--- src/rtl/mux_n_pipe.sv ---
// N-way word selector with a registered output stage and a 2-entry skid buffer.
// Out-of-range selects deliver DEFAULT_VAL and raise the sticky sel_err flag.
module mux_n_pipe #(
    parameter int               WIDTH       = 64,
    parameter int               N_IN        = 8,
    parameter logic [WIDTH-1:0] DEFAULT_VAL = '0,
    localparam int              SEL_W       = $clog2(N_IN)
) (
    input  logic                  clk,
    input  logic                  reset,
    input  logic [N_IN*WIDTH-1:0] in_data,
    input  logic [SEL_W-1:0]      sel,
    input  logic                  in_valid,
    output logic                  in_ready,
    output logic [WIDTH-1:0]      out_data,
    output logic [SEL_W-1:0]      out_sel,
    output logic                  out_valid,
    input  logic                  out_ready,
    input  logic                  err_clr,
    output logic                  sel_err
);

    localparam logic [SEL_W:0] N_IN_EXT = (SEL_W + 1)'(N_IN);

    logic [WIDTH-1:0] main_data_q, main_data_d;
    logic [SEL_W-1:0] main_sel_q, main_sel_d;
    logic             main_valid_q, main_valid_d;
    logic [WIDTH-1:0] skid_data_q, skid_data_d;
    logic [SEL_W-1:0] skid_sel_q, skid_sel_d;
    logic             skid_valid_q, skid_valid_d;
    logic             in_ready_q, in_ready_d;
    logic             sel_err_q, sel_err_d;

    logic [WIDTH-1:0] cap_data;
    logic             sel_oor;
    logic             accept;
    logic             pop;

    // Unmatched select codes fall through to DEFAULT_VAL.
    always_comb begin
        cap_data = DEFAULT_VAL;
        for (int k = 0; k < N_IN; k++) begin
            if (sel == SEL_W'(k)) begin
                cap_data = in_data[k*WIDTH +: WIDTH];
            end
        end
    end

    assign sel_oor = ({1'b0, sel} >= N_IN_EXT);
    assign accept  = in_valid && in_ready_q;
    assign pop     = main_valid_q && out_ready;

    always_comb begin
        main_data_d  = main_data_q;
        main_sel_d   = main_sel_q;
        main_valid_d = main_valid_q;
        skid_data_d  = skid_data_q;
        skid_sel_d   = skid_sel_q;
        skid_valid_d = skid_valid_q;
        sel_err_d    = sel_err_q;

        if (!main_valid_q || pop) begin
            // Skid full implies in_ready was low, so no accept can collide here.
            if (skid_valid_q) begin
                main_data_d  = skid_data_q;
                main_sel_d   = skid_sel_q;
                main_valid_d = 1'b1;
                skid_valid_d = 1'b0;
            end else if (accept) begin
                main_data_d  = cap_data;
                main_sel_d   = sel;
                main_valid_d = 1'b1;
            end else begin
                main_valid_d = 1'b0;
            end
        end else if (accept) begin
            skid_data_d  = cap_data;
            skid_sel_d   = sel;
            skid_valid_d = 1'b1;
        end

        if (accept && sel_oor) begin
            sel_err_d = 1'b1;
        end else if (err_clr) begin
            sel_err_d = 1'b0;
        end

        in_ready_d = !skid_valid_d;
    end

    always_ff @(posedge clk or posedge reset) begin
        if (reset) begin
            main_data_q  <= '0;
            main_sel_q   <= '0;
            main_valid_q <= 1'b0;
            skid_data_q  <= '0;
            skid_sel_q   <= '0;
            skid_valid_q <= 1'b0;
            in_ready_q   <= 1'b1;
            sel_err_q    <= 1'b0;
        end else begin
            main_data_q  <= main_data_d;
            main_sel_q   <= main_sel_d;
            main_valid_q <= main_valid_d;
            skid_data_q  <= skid_data_d;
            skid_sel_q   <= skid_sel_d;
            skid_valid_q <= skid_valid_d;
            in_ready_q   <= in_ready_d;
            sel_err_q    <= sel_err_d;
        end
    end

    assign in_ready  = in_ready_q;
    assign out_data  = main_data_q;
    assign out_sel   = main_sel_q;
    assign out_valid = main_valid_q;
    assign sel_err   = sel_err_q;

endmodule

--- config.mk ---
export PLATFORM = sky130hd
export DESIGN_NAME = mux_n_pipe
export DESIGN_NICKNAME = d
export VERILOG_FILES = /design/src/rtl/mux_n_pipe.sv
export SDC_FILE = /design/constraint.sdc
export NUM_CORES = 1
export LEC_CHECK = 0
export CORE_AREA = 3 3 226 228
export CTS_CLUSTER_SIZE = 16
export DETAILED_ROUTE_END_ITERATION = 16
export DIE_AREA = 0 0 229 231
export GPL_ROUTABILITY_DRIVEN = 1
export SETUP_SLACK_MARGIN = 0.3
export SYNTH_ARGS = -nofsm -noshare
export SYNTH_HDL_FRONTEND = slang
export SYNTH_SLANG_ARGS = --single-unit
--- constraint.sdc ---
create_clock -name clk -period 8.5 [get_ports clk]
set_clock_uncertainty 0.1 [all_clocks]
set_input_delay 0.85 -clock clk [delete_from_list [all_inputs] [get_ports clk]]
set_output_delay 0.85 -clock clk [all_outputs]
set_load 0.02 [all_outputs]
### Yosys cells after proc, flatten, opt, wreduce, memory -nomap -nowiden

Cells that the tools add are included.

| word-level totals | value |
|---|---|
| output and inout port bits | 70 |
| bits of input ports | 520 |
| word-level logic and storage cells | 40 |
| bits in registers | 137 |

| cells by class | value |
|---|---|
| bitwise logic cells | 1 |
| equality and inequality tests | 7 |
| reductions and logical operators | 9 |
| mux-type cells | 16 |

Operators by type and width:

| operator | count |
|---|---|
| $mux 64 | 10 |
| $eq 3x3->1 const B | 4 |
| $eq 3x2->1 const B | 2 |
| $mux 3 | 2 |
| $mux 1 | 4 |
| $reduce_and 2->1 | 2 |
| $eq 3x1->1 const B | 1 |
| $logic_not 3->1 | 1 |
| $logic_and 1x1->1 | 2 |
| $logic_not 1->1 | 2 |
| $reduce_bool 2->1 | 1 |
| $logic_or 1x1->1 | 1 |
| $not 1->1 | 1 |

### Logic depth before layout (Yosys ltp)

Gate-level depths: netlist of the first run.

| depth | value |
|---|---|
| depth after elaboration | 11 |
| gate-level depth with buffers | 8 |
| depth with buffers taken out | 4 |

### Worst setup path after synthesis of the first run

No wires, ideal clock.

| timing path | value |
|---|---|
| path type | input to register |
| start | input sel[1] |
| end | register skid_data_q[17] |
| arrival time | 1.949 ns |
| stages | 6 |
| buffers on the path | 2 |
| setup slack | 6.314 ns |
| library setup time | 0.137 ns |
| path through | buf_6 > buf_12 > mux4_2 > nor2b_1 > a21oi_1 > a21oi_1 |

| between the ends | value |
|---|---|
| longest elaborated chain between the ends | 9 |
| elaborated cells on any way between the ends | 16 |
| classes of those cells | 7 x eq/ne; 8 x mux; 1 x reduce/logical |

Ends and longest elaborated chain:

| element | RTL line | source |
|---|---|---|
| start, declared | 12 | `input logic [SEL_W-1:0] sel,` |
| $logic_not 3->1 | 43 | `if (sel == SEL_W'(k)) begin` |
| $mux 64 (7 in series) | 43 |  |
| $mux 64 * | 43 |  |
| end signal, assigned | 105 | `skid_data_q <= skid_data_d;` |
| end, declared | 28 | `logic [WIDTH-1:0] skid_data_q, skid_data_d;` |

Mark *: on every way between the ends. The rest lies on a longest branch, timed or not.
A chain may end at the register's enable or synchronous reset.

### Worst setup path after layout of the first run

| timing path | value |
|---|---|
| start | input sel[1] |
| end | register main_data_q[32] (netlist: out_data[32]) |

| between the ends | value |
|---|---|
| longest elaborated chain between the ends | 11 |
| elaborated cells on any way between the ends | 18 |
| classes of those cells | 7 x eq/ne; 10 x mux; 1 x reduce/logical |

Ends and longest elaborated chain:

| element | RTL line | source |
|---|---|---|
| $logic_not 3->1 | 43 |  |
| $mux 64 (7 in series) | 43 |  |
| $mux 64 * | 43 |  |
| $mux 64 * | 69 | `end else if (accept) begin` |
| $mux 64 * | 64 | `if (skid_valid_q) begin` |
| end signal, assigned | 102 | `main_data_q <= main_data_d;` |
| end, declared | 25 | `logic [WIDTH-1:0] main_data_q, main_data_d;` |

Mark *: on every way between the ends. The rest lies on a longest branch, timed or not. The select of a mux whose other input is x is not followed.

==> flow_metrics.env, run 1 <==
export IMPL_cts_hold_buf=0
export IMPL_dr_pass1_iters=5
export IMPL_routabilityCongestion=0.890
export IMPL_ys_ff_latch=137
export IMPL_grt_usage_pct=16.8
export IMPL_tns_ns=0
export IMPL_clk_latency_ns=0.43
export IMPL_layout_nets=2122
export IMPL_peakVddDrop_mv=0.107
export IMPL_required_ns=8.76
export IMPL_path_buf_inv=2
export IMPL_post_drt_wl_per_cell_um=20.4
export IMPL_drc=0
export IMPL_criticalPathCategory="in2reg"
export IMPL_crit_path_start_kind="input pin"
export IMPL_ant_nets=0
export IMPL_initial_utilization_pct=20.6
export IMPL_ys_top_cells_by_area="dfrtp_1 (34%), mux2i_1 (12%), a221o_1 (5.9%)"
export IMPL_die_x_um=229
export IMPL_worst_slack_ns=5.06
export IMPL_coreArea_um2=49100
export IMPL_synth_largest_area_cell="dfrtp_1"
export IMPL_netlist_area_leader_share_pct=33.7
export IMPL_min_period_ns=3.44
export IMPL_cp_arrival_ns=3.70
export IMPL_fmax_ghz=0.290
export IMPL_cts_buffers=17
export IMPL_port_buffers=587
export IMPL_cts_sinks=137
export IMPL_grt_max_degree=124
export IMPL_outcome="finished, final reports clean"
export IMPL_whs_ns=0.398
export IMPL_ctsResizeCount=0
export IMPL_cpMaxStageDelayCell="and3_4"
export IMPL_critPathTopFamily="simple AND/OR/NAND/NOR gates"
export IMPL_power_leakage_nw=6.21
export IMPL_setup_viol=0
export IMPL_finalHoldViolCount=0
export IMPL_placementRows=81
export IMPL_placed_cell_area_um2=16300
export IMPL_ioPinCount=590
export IMPL_cts_setup_buffers=0
export IMPL_synth_cells=1103
export IMPL_tightestPinTransition_ns=1.03
export IMPL_cts_tree="yes"
export IMPL_clk_pin_slew_worst_paths_ns=0.06
export IMPL_diodes=0
export IMPL_vias=10964
export IMPL_syn_nets=1623
export IMPL_slew_headroom_pct=31.5
export IMPL_final_cell_area_um2=16900
export IMPL_drv_slew=0
export IMPL_synth_area_um2=10100
export IMPL_p_total_mw=2.92
export IMPL_viasPerCell=4.81
export IMPL_area_delta_synth_final_pct=67.2
export IMPL_hpwl_mm=34.0
export IMPL_dieArea_um2=52900
export IMPL_rsz0062_at_grt="no"
export IMPL_syn_avg_cell_area_um2=9.16
export IMPL_htreeDepth=4
export IMPL_grt_pass1_vias=11473
export IMPL_die_h_um=231
export IMPL_clockRootBuffer="clkbuf_16"
export IMPL_timing_final_crit_share_pct=40.5
export IMPL_fill_cells=5114
export IMPL_worstHoldPathType="reg2reg"
export IMPL_seq_area_frac_synth_pct=34.0
export IMPL_critPathCaptureType="register"
export IMPL_drive_above_1_share_pct=4.15
export IMPL_grt_pass1_wl_mm=69.3
export IMPL_yosysWarnings=0
export IMPL_power_density_nw_per_um2=173
export IMPL_globalRoute_totalOverflow=0
export IMPL_cp_max_fo=123
export IMPL_antenna_found_initial=0
export IMPL_drt_wl_total_mm=46.4
export IMPL_cts_path_max_buffers=2
export IMPL_drt_first_iter_violations=583
export IMPL_cap_violations=0
export IMPL_crit_chain="buf_8 > buf_12 > and3_4 > nand2_1 > nor3b_1 > a21oi_1"
export IMPL_slowest_delay_ns=0.90
export IMPL_pre_cts_slack_ns=4.61
export IMPL_synth_cell_type_count=31
## cells in the final DEF (no fill, tap or decap), types with 63 or more instances in the layout
master and count:
clkdlybuf4s50_1 584, dfrtp_1 135, mux2i_1 123, a21oi_1 73
nand2_1 65, nor2b_1 64, nor2_1 64, o21ai_0 63
## flip-flops by register name, indices dropped and copies added, names as in the netlist
| signal | cells |
|---|---|
| out_data | 64 |
| skid_valid_q | 1 |
| in_ready | 1 |
| out_valid | 1 |
| skid_data_q | 64 |
| out_sel | 3 |
| skid_sel_q | 3 |
## metrics by stage
stage               utilization [%]  instances
finish                         34.4       2279
detailed placement             33.2       2247
CTS                            34.4       2279
global route                   34.4       2279
global placement               33.2       2247
floorplan                         -       1103
## report_power, final
group          switching [mW]  internal, mW  total (mW)
Combinational           0.582         0.636        1.22
Sequential              0.107         0.853       0.960
Clock                   0.300         0.447       0.747
## routing by layer
layer | wire, µm | vias to the layer above | global-route usage, %
li1 | - | 5182 | -
met1 | 18900 | 5314 | 20.0
met2 | 23900 | 432 | 30.5
met3 | 2810 | 36 | 3.47
met4 | 836 | 0 | 4.92
met5 | 0 | - | 0
## worst paths after layout
check                           slack (ns)           end  cells past startpoint         start
worst min-delay path                  0.40  out_data[25]                      2  out_data[25]
max in group asynchronous             5.90  skid_valid_q                      3         reset
worst max-delay path                  5.06  out_data[32]                      6        sel[1]
min in group asynchronous             0.77  out_data[55]                      2         reset
worst min register to register        0.40  out_data[25]                      2  out_data[25]
worst max register to register        5.50  out_data[25]                      5  skid_valid_q
## tightest hold or removal path, delay by kind of cell (launching register included)
kind	cells	cell delay (ns)
DFF	1	0.34
AOI/OAI and AO/OA	2	0.12
## area by class of cell
type	count	area [µm²]	share of cell area [%]
tap	664	831	4.92
clock inverter	10	120	0.711
clock buffer	22	464	2.75
multi-input combinational	843	6030	35.7
sequential	137	3430	20.3
inverter	3	16.3	0.0963
timing repair buffer	600	5990	35.5
## kinds of logic (layout without fill, tap and decap cells)
family	count (synthesis)	after routing	synth area share [%]
AO/OA/AOI/OAI	382	382	26.4
buffers and inverters	123	635	6.91
flip-flops	137	137	34.0
multiplexers	134	134	14.3
other	1	1	0.0371
AND/OR/NAND/NOR	326	326	18.4
## synthesized netlist by cell type
library cell / n
buf_4: 8
clkbuf_2: 1
nor2_1: 66
a21o_1: 1
a211oi_1: 60
a2bb2oi_1: 60
mux2i_1: 123
a221o_1: 60
buf_2: 23
a21oi_1: 74
inv_1: 3
a31oi_1: 60
nand3b_1: 60
nand2b_1: 3
nor3b_1: 60
buf_6: 9
dfrtp_1: 136
o21ai_1: 4
o21ai_0: 63
buf_1: 8
buf_8: 1
buf_12: 6
conb_1: 1
clkbuf_1: 64
nand3_1: 1
nor2b_1: 65
mux4_2: 8
and3_1: 5
mux2_2: 3
nand2_1: 66
dfstp_2: 1
Power figures use the tool's default switching activity.
==> run 2, diff against run 1 <==
Clock period 8.5 ns to 3 ns, I/O delays scaled along.
==> run 2 against run 1 <==
  * Critical path depth fell by 1
  * Power rose to 2.9 times the previous value
  * Final cell count rose by 0.92%
  * Via count rose by 1.7%
  * Register-to-register slack got worse by 4.6 ns
  * Die area did not move
==> flow_metrics.env, run 2 (synthesis gave the netlist of run 1 again) <==
export IMPL_clockRootBuffer="clkbuf_16"
export IMPL_tns_ns=0
export IMPL_drc=0
export IMPL_layout_nets=2143
export IMPL_cts_setup_buffers=0
export IMPL_grt_max_degree=81
export IMPL_routabilityCongestion=0.926
export IMPL_dr_pass1_iters=5
export IMPL_ctsResizeCount=0
export IMPL_fmax_ghz=0.483
export IMPL_area_delta_synth_final_pct=70.3
export IMPL_slew_headroom_pct=26.3
export IMPL_viasPerCell=4.85
export IMPL_grt_pass1_vias=11848
export IMPL_die_x_um=229
export IMPL_dieArea_um2=52900
export IMPL_setup_viol=0
export IMPL_critPathCaptureType="register"
export IMPL_cp_max_fo=37
export IMPL_clk_pin_slew_worst_paths_ns=0.06
export IMPL_initial_utilization_pct=20.6
export IMPL_criticalPathCategory="reg2reg"
export IMPL_rsz0062_at_grt="no"
export IMPL_met3_usage_pct=3.60
export IMPL_post_drt_wl_per_cell_um=21.1
export IMPL_utilization_pct=35.1
export IMPL_grt_usage_pct=17.8
export IMPL_ant_nets=0
export IMPL_antenna_found_initial=2
export IMPL_required_ns=3.26
export IMPL_final_cell_mix="clkdlybuf4s50_1 (584), dfrtp_1 (135), mux2i_1 (123), a21oi_1 (73), nand2_1 (65)"
export IMPL_grt_pass1_wl_mm=72.3
export IMPL_cp_arrival_ns=2.32
export IMPL_finalHoldViolCount=0
export IMPL_tightestPinTransition_ns=1.10
export IMPL_coreArea_um2=49100
export IMPL_drv_slew=0
export IMPL_timing_final_crit_share_pct=69.0
export IMPL_clk_latency_ns=0.43
export IMPL_placementRows=81
export IMPL_cts_sinks=137
export IMPL_worstHoldPathType="in2async"
export IMPL_port_buffers=587
export IMPL_drt_first_iter_violations=538
export IMPL_outcome="finished, final reports clean"
export IMPL_use_met1_pct=21.3
export IMPL_top_usage_layer="met2"
export IMPL_drive_above_1_share_pct=5.20
export IMPL_power_density_nw_per_um2=489
export IMPL_vias=11152
export IMPL_htreeDepth=4
export IMPL_crit_path_start_kind="register"
export IMPL_fill_cells=5126
export IMPL_min_period_ns=2.07
export IMPL_cts_hold_buf=0
export IMPL_peakVddDrop_mv=0.302
export IMPL_cap_violations=0
export IMPL_use_met2_pct=32.1
export IMPL_cts_path_max_buffers=2
export IMPL_ioPinCount=590
export IMPL_drt_wl_total_mm=48.6
export IMPL_hpwl_mm=36.4
export IMPL_cts_tree="yes"
export IMPL_cts_buffers=17
export IMPL_worstRegToRegCells=5
export IMPL_globalRoute_totalOverflow=0
export IMPL_final_common_cell="clkdlybuf4s50_1"
export IMPL_power_leakage_nw=6.37
export IMPL_die_h_um=231
## run 2: changes by cell type in the layout (fill, tap and decap cells not counted)
| cell | before | now |
|---|---|---|
| buf_12 | 1 | 13 |
| inv_6 | 1 | 0 |
| diode_2 | 0 | 1 |
| clkinvlp_4 | 5 | 4 |
| clkinv_4 | 2 | 0 |
| buf_4 | 14 | 23 |
| clkbuf_1 | 3 | 5 |
| bufinv_16 | 2 | 3 |
## run 2: final timing paths
| check | start | end | slack, ns |
|---|---|---|---|
| worst max-delay path | skid_valid_q | out_data[17] | 0.93 |
| worst min-delay path | reset | out_data[15] | 0.22 |
| worst max register to register | skid_valid_q | out_data[17] | 0.93 |
| worst min register to register | out_sel[1] | out_sel[1] | 0.38 |
| max in group asynchronous | reset | skid_data_q[47] | 2.11 |
| min in group clk | sel[0] | out_sel[0] | 0.23 |
## run 2: where the power goes
group / switching, mW / internal [mW]
combinational: 1.68 / 1.85
clock: 0.821 / 1.35
sequential: 0.305 / 2.42
total: 2.81 / 5.61
## run 2: routing by layer
layer,part of all wire (%),vias to the layer above
met5,0,-
met4,1.9,0
met3,5.9,39
met2,51,415
met1,41,5471
li1,-,5227
## run 2: final cells by class
| cell class | count | area, µm² | area share, % |
|---|---|---|---|
| flip-flops and latches | 137 | 3430 | 20.0 |
| multi-input cells | 843 | 6030 | 35.1 |
| clock inverters | 7 | 118 | 0.684 |
| inverters | 3 | 15.0 | 0.0873 |
| clock buffers | 24 | 472 | 2.74 |
| well taps | 664 | 831 | 4.83 |
| diodes | 1 | 2.50 | 0.0146 |
| repair buffers | 621 | 6290 | 36.6 |
## run 2: through the flow
step / cell area, µm² / hold WS (ns) / cells / setup slack [ns] / power, mW
after floorplan: 10100 / 0.347 / 1103 / 0.894 / 4.41
after global placement: 16600 / 0.362 / 2268 / 0.478 / 6.24
after detailed placement: 16600 / 0.370 / 2268 / 0.437 / 6.31
after CTS: 17200 / 0.214 / 2299 / 0.890 / 8.54
after global routing: 17200 / 0.235 / 2299 / 0.792 / 8.89
final: 17200 / 0.218 / 2300 / 0.931 / 8.42
## run 2: worst max-delay path: stages (launching register included)
cell	delay [ns]
dfrtp_4	0.74
a21oi_1	0.16
a21oi_4	0.15
buf_4	0.35
nand2b_1	0.25
o21ai_1	0.19
==> run 3, diff against run 2 <==
Clock period 3 ns to 1.9 ns, I/O delays scaled along.
==> run 3 against run 2 <==
  * Power rose by 65%
  * Wire length is 7.4% higher
  * Cell area grew 7.8%
  * Final cell count rose by 2.8%
  * Flip-flop and latch count did not move
  * Critical path type is now reg2out
  * Largest cell class unchanged
==> flow_metrics.env, run 3 (synthesis gave the netlist of run 1 again) <==
export IMPL_combPwrFrac_pct=42.8
export IMPL_htreeDepth=4
export IMPL_swShare_pct=34.2
export IMPL_pre_cts_slack_ns=-0.0980
export IMPL_rsz0062_at_grt="yes"
export IMPL_cts_tree="yes"
export IMPL_setup_worst_path_start="in_ready"
export IMPL_placed_cell_area_um2=17200
export IMPL_tightestPinTransition_ns=0.517
export IMPL_dr_pass1_iters=5
export IMPL_antenna_found_initial=2
export IMPL_power_leakage_nw=7.08
export IMPL_layout_nets=2207
export IMPL_drv_slew=0
export IMPL_dieArea_um2=52900
export IMPL_use_met1_pct=20.9
export IMPL_path_buf_inv=1
export IMPL_drive_above_1_share_pct=13.5
export IMPL_grt_max_degree=79
export IMPL_initial_utilization_pct=20.6
export IMPL_whs_ns=0.245
export IMPL_cp_max_fo=4
export IMPL_top_usage_layer="met2"
export IMPL_final_cell_mix="clkdlybuf4s50_1 (515), dfrtp_1 (134), mux2i_1 (123), a21oi_1 (72)"
export IMPL_cts_buffers=17
export IMPL_area_delta_synth_final_pct=83.6
export IMPL_min_period_ns=1.63
export IMPL_final_common_cell="clkdlybuf4s50_1"
export IMPL_ant_nets=0
export IMPL_hpwl_mm=39.2
export IMPL_coreArea_um2=49100
export IMPL_setup_viol=0
export IMPL_worstHoldPathType="in2reg"
export IMPL_viasPerCell=4.87
export IMPL_clockRootBuffer="clkbuf_16"
export IMPL_critPathTopFamily="flip-flops"
export IMPL_slowest_delay_ns=0.57
export IMPL_final_cell_area_um2=18500
export IMPL_critPathCaptureType="primary output"
export IMPL_vias=11506
export IMPL_power_density_nw_per_um2=749
export IMPL_slew_headroom_pct=65.5
export IMPL_criticalPathCategory="reg2out"
export IMPL_cap_violations=0
export IMPL_grt_usage_pct=18.3
export IMPL_ioPinCount=590
export IMPL_clk_pin_slew_worst_paths_ns=0.06
export IMPL_met3_usage_pct=4.84
export IMPL_outcome="finished, final reports clean"
export IMPL_die_h_um=231
export IMPL_clk_latency_ns=0.43
export IMPL_grt_pass1_vias=12116
export IMPL_use_met2_pct=33.2
export IMPL_hold_start="in_data[478]"
export IMPL_die_x_um=229
export IMPL_required_ns=1.61
export IMPL_p_switching_mw=4.74
export IMPL_placementRows=81
export IMPL_finalHoldViolCount=0
export IMPL_drt_wl_total_mm=52.3
export IMPL_grt_pass1_wl_mm=74.4
export IMPL_crit_chain="clkdlybuf4s15_1"
export IMPL_cts_sinks=137
export IMPL_port_buffers=587
export IMPL_routabilityCongestion=0.904
export IMPL_power_frac_seq_pct=31.0
export IMPL_globalRoute_totalOverflow=0
export IMPL_crit_path_start_kind="register"
export IMPL_peakVddDrop_mv=0.498
export IMPL_cp_arrival_ns=1.34
export IMPL_fmax_ghz=0.615
export IMPL_post_drt_wl_per_cell_um=22.1
export IMPL_rr_startpoint="in_ready"
export IMPL_drt_first_iter_violations=506
export IMPL_drc=0
export IMPL_cpMaxStageDelayCell="dfstp_2"
export IMPL_cts_path_max_buffers=2
export IMPL_worst_slack_ns=0.273
export IMPL_p_int_mw=9.14
export IMPL_timing_final_crit_share_pct=85.6
export IMPL_power_frac_clock_pct=26.2
-- run 3: cell types whose count changed in the layout (fill, tap and decap cells not counted), sizes merged --
cell	change
buf	+57
bufinv	+1
clkbuf	+4
clkdlybuf4s15	+7
clkdlybuf4s50	-69
clkinv	+4
clkinvlp	-3
dlygate4sd2	+62
dlygate4sd3	+1
inv	+1
-- run 3: worst paths after layout --
path,slack [ns],cells past startpoint,endpoint
max,0.27,1,in_ready
min,0.25,3,skid_data_q[30]
max reg2reg,0.29,5,skid_sel_q[0]
min reg2reg,0.37,2,out_sel[0]
max in group asynchronous,0.54,4,skid_data_q[34]
min in group asynchronous,0.54,3,out_data[59]
-- run 3: layout make-up --
| cell class | count | area, µm² |
|---|---|---|
| antenna | 1 | 2.50 |
| clock buffer | 22 | 474 |
| tap | 664 | 831 |
| inverter | 3 | 15.0 |
| sequential | 137 | 3430 |
| timing repair buffer | 685 | 7180 |
| multi-input combinational | 843 | 6440 |
| fill | 5021 | 30500 |
| clock inverter | 10 | 165 |
-- run 3: metrics by stage --
| step | std cells | utilization, % | TNS [ns] | total power, mW |
|---|---|---|---|---|
| finish | 2365 | 37.8 | 0 | 13.9 |
| global route | 2364 | 37.8 | 0 | 14.7 |
| CTS | 2354 | 36.4 | 0 | 13.6 |
| detailed placement | 2317 | 35.1 | -0.285 | 10.2 |
| global placement | 2317 | 35.1 | -0.244 | 10.1 |
| floorplan | 1103 | - | -13.10 | 6.97 |
-- run 3: tightest hold or removal path, stage by stage --
cell and delay [ns]:
clkdlybuf4s50_1 0.40, nand2_1 0.07, a31oi_1 0.07
-- run 3: per-layer routing --
metal,vias to the layer above,wire (µm),part of all wire (%)
met5,-,0,0
li1,5374,-,-
met3,62,3520,6.7
met1,5620,20500,39
met2,450,26700,51
met4,0,1560,3.0
-- run 3: power by group through the flow --
stage,combinational [mW],clock (mW),sequential (mW)
3_3_place_gp,5.83,0,4.27
2_1_floorplan,2.14,0,4.82
5_1_grt,6.38,3.89,4.42
6_report,5.94,3.64,4.31
4_1_cts,5.63,3.76,4.25
3_5_place_dp,5.90,0,4.32
-- run 3: repair_timing --
item / 4_1_cts / 5_1_grt
gates cloned: 2 / 7
setup endpoints to repair: 80 / 126
endpoints found under the hold margin: 7 / 0
gates resized for setup: 73 / 124
hold buffers: 1 / 0
buffers inserted: 2 / 3
pin swaps: 0 / 1
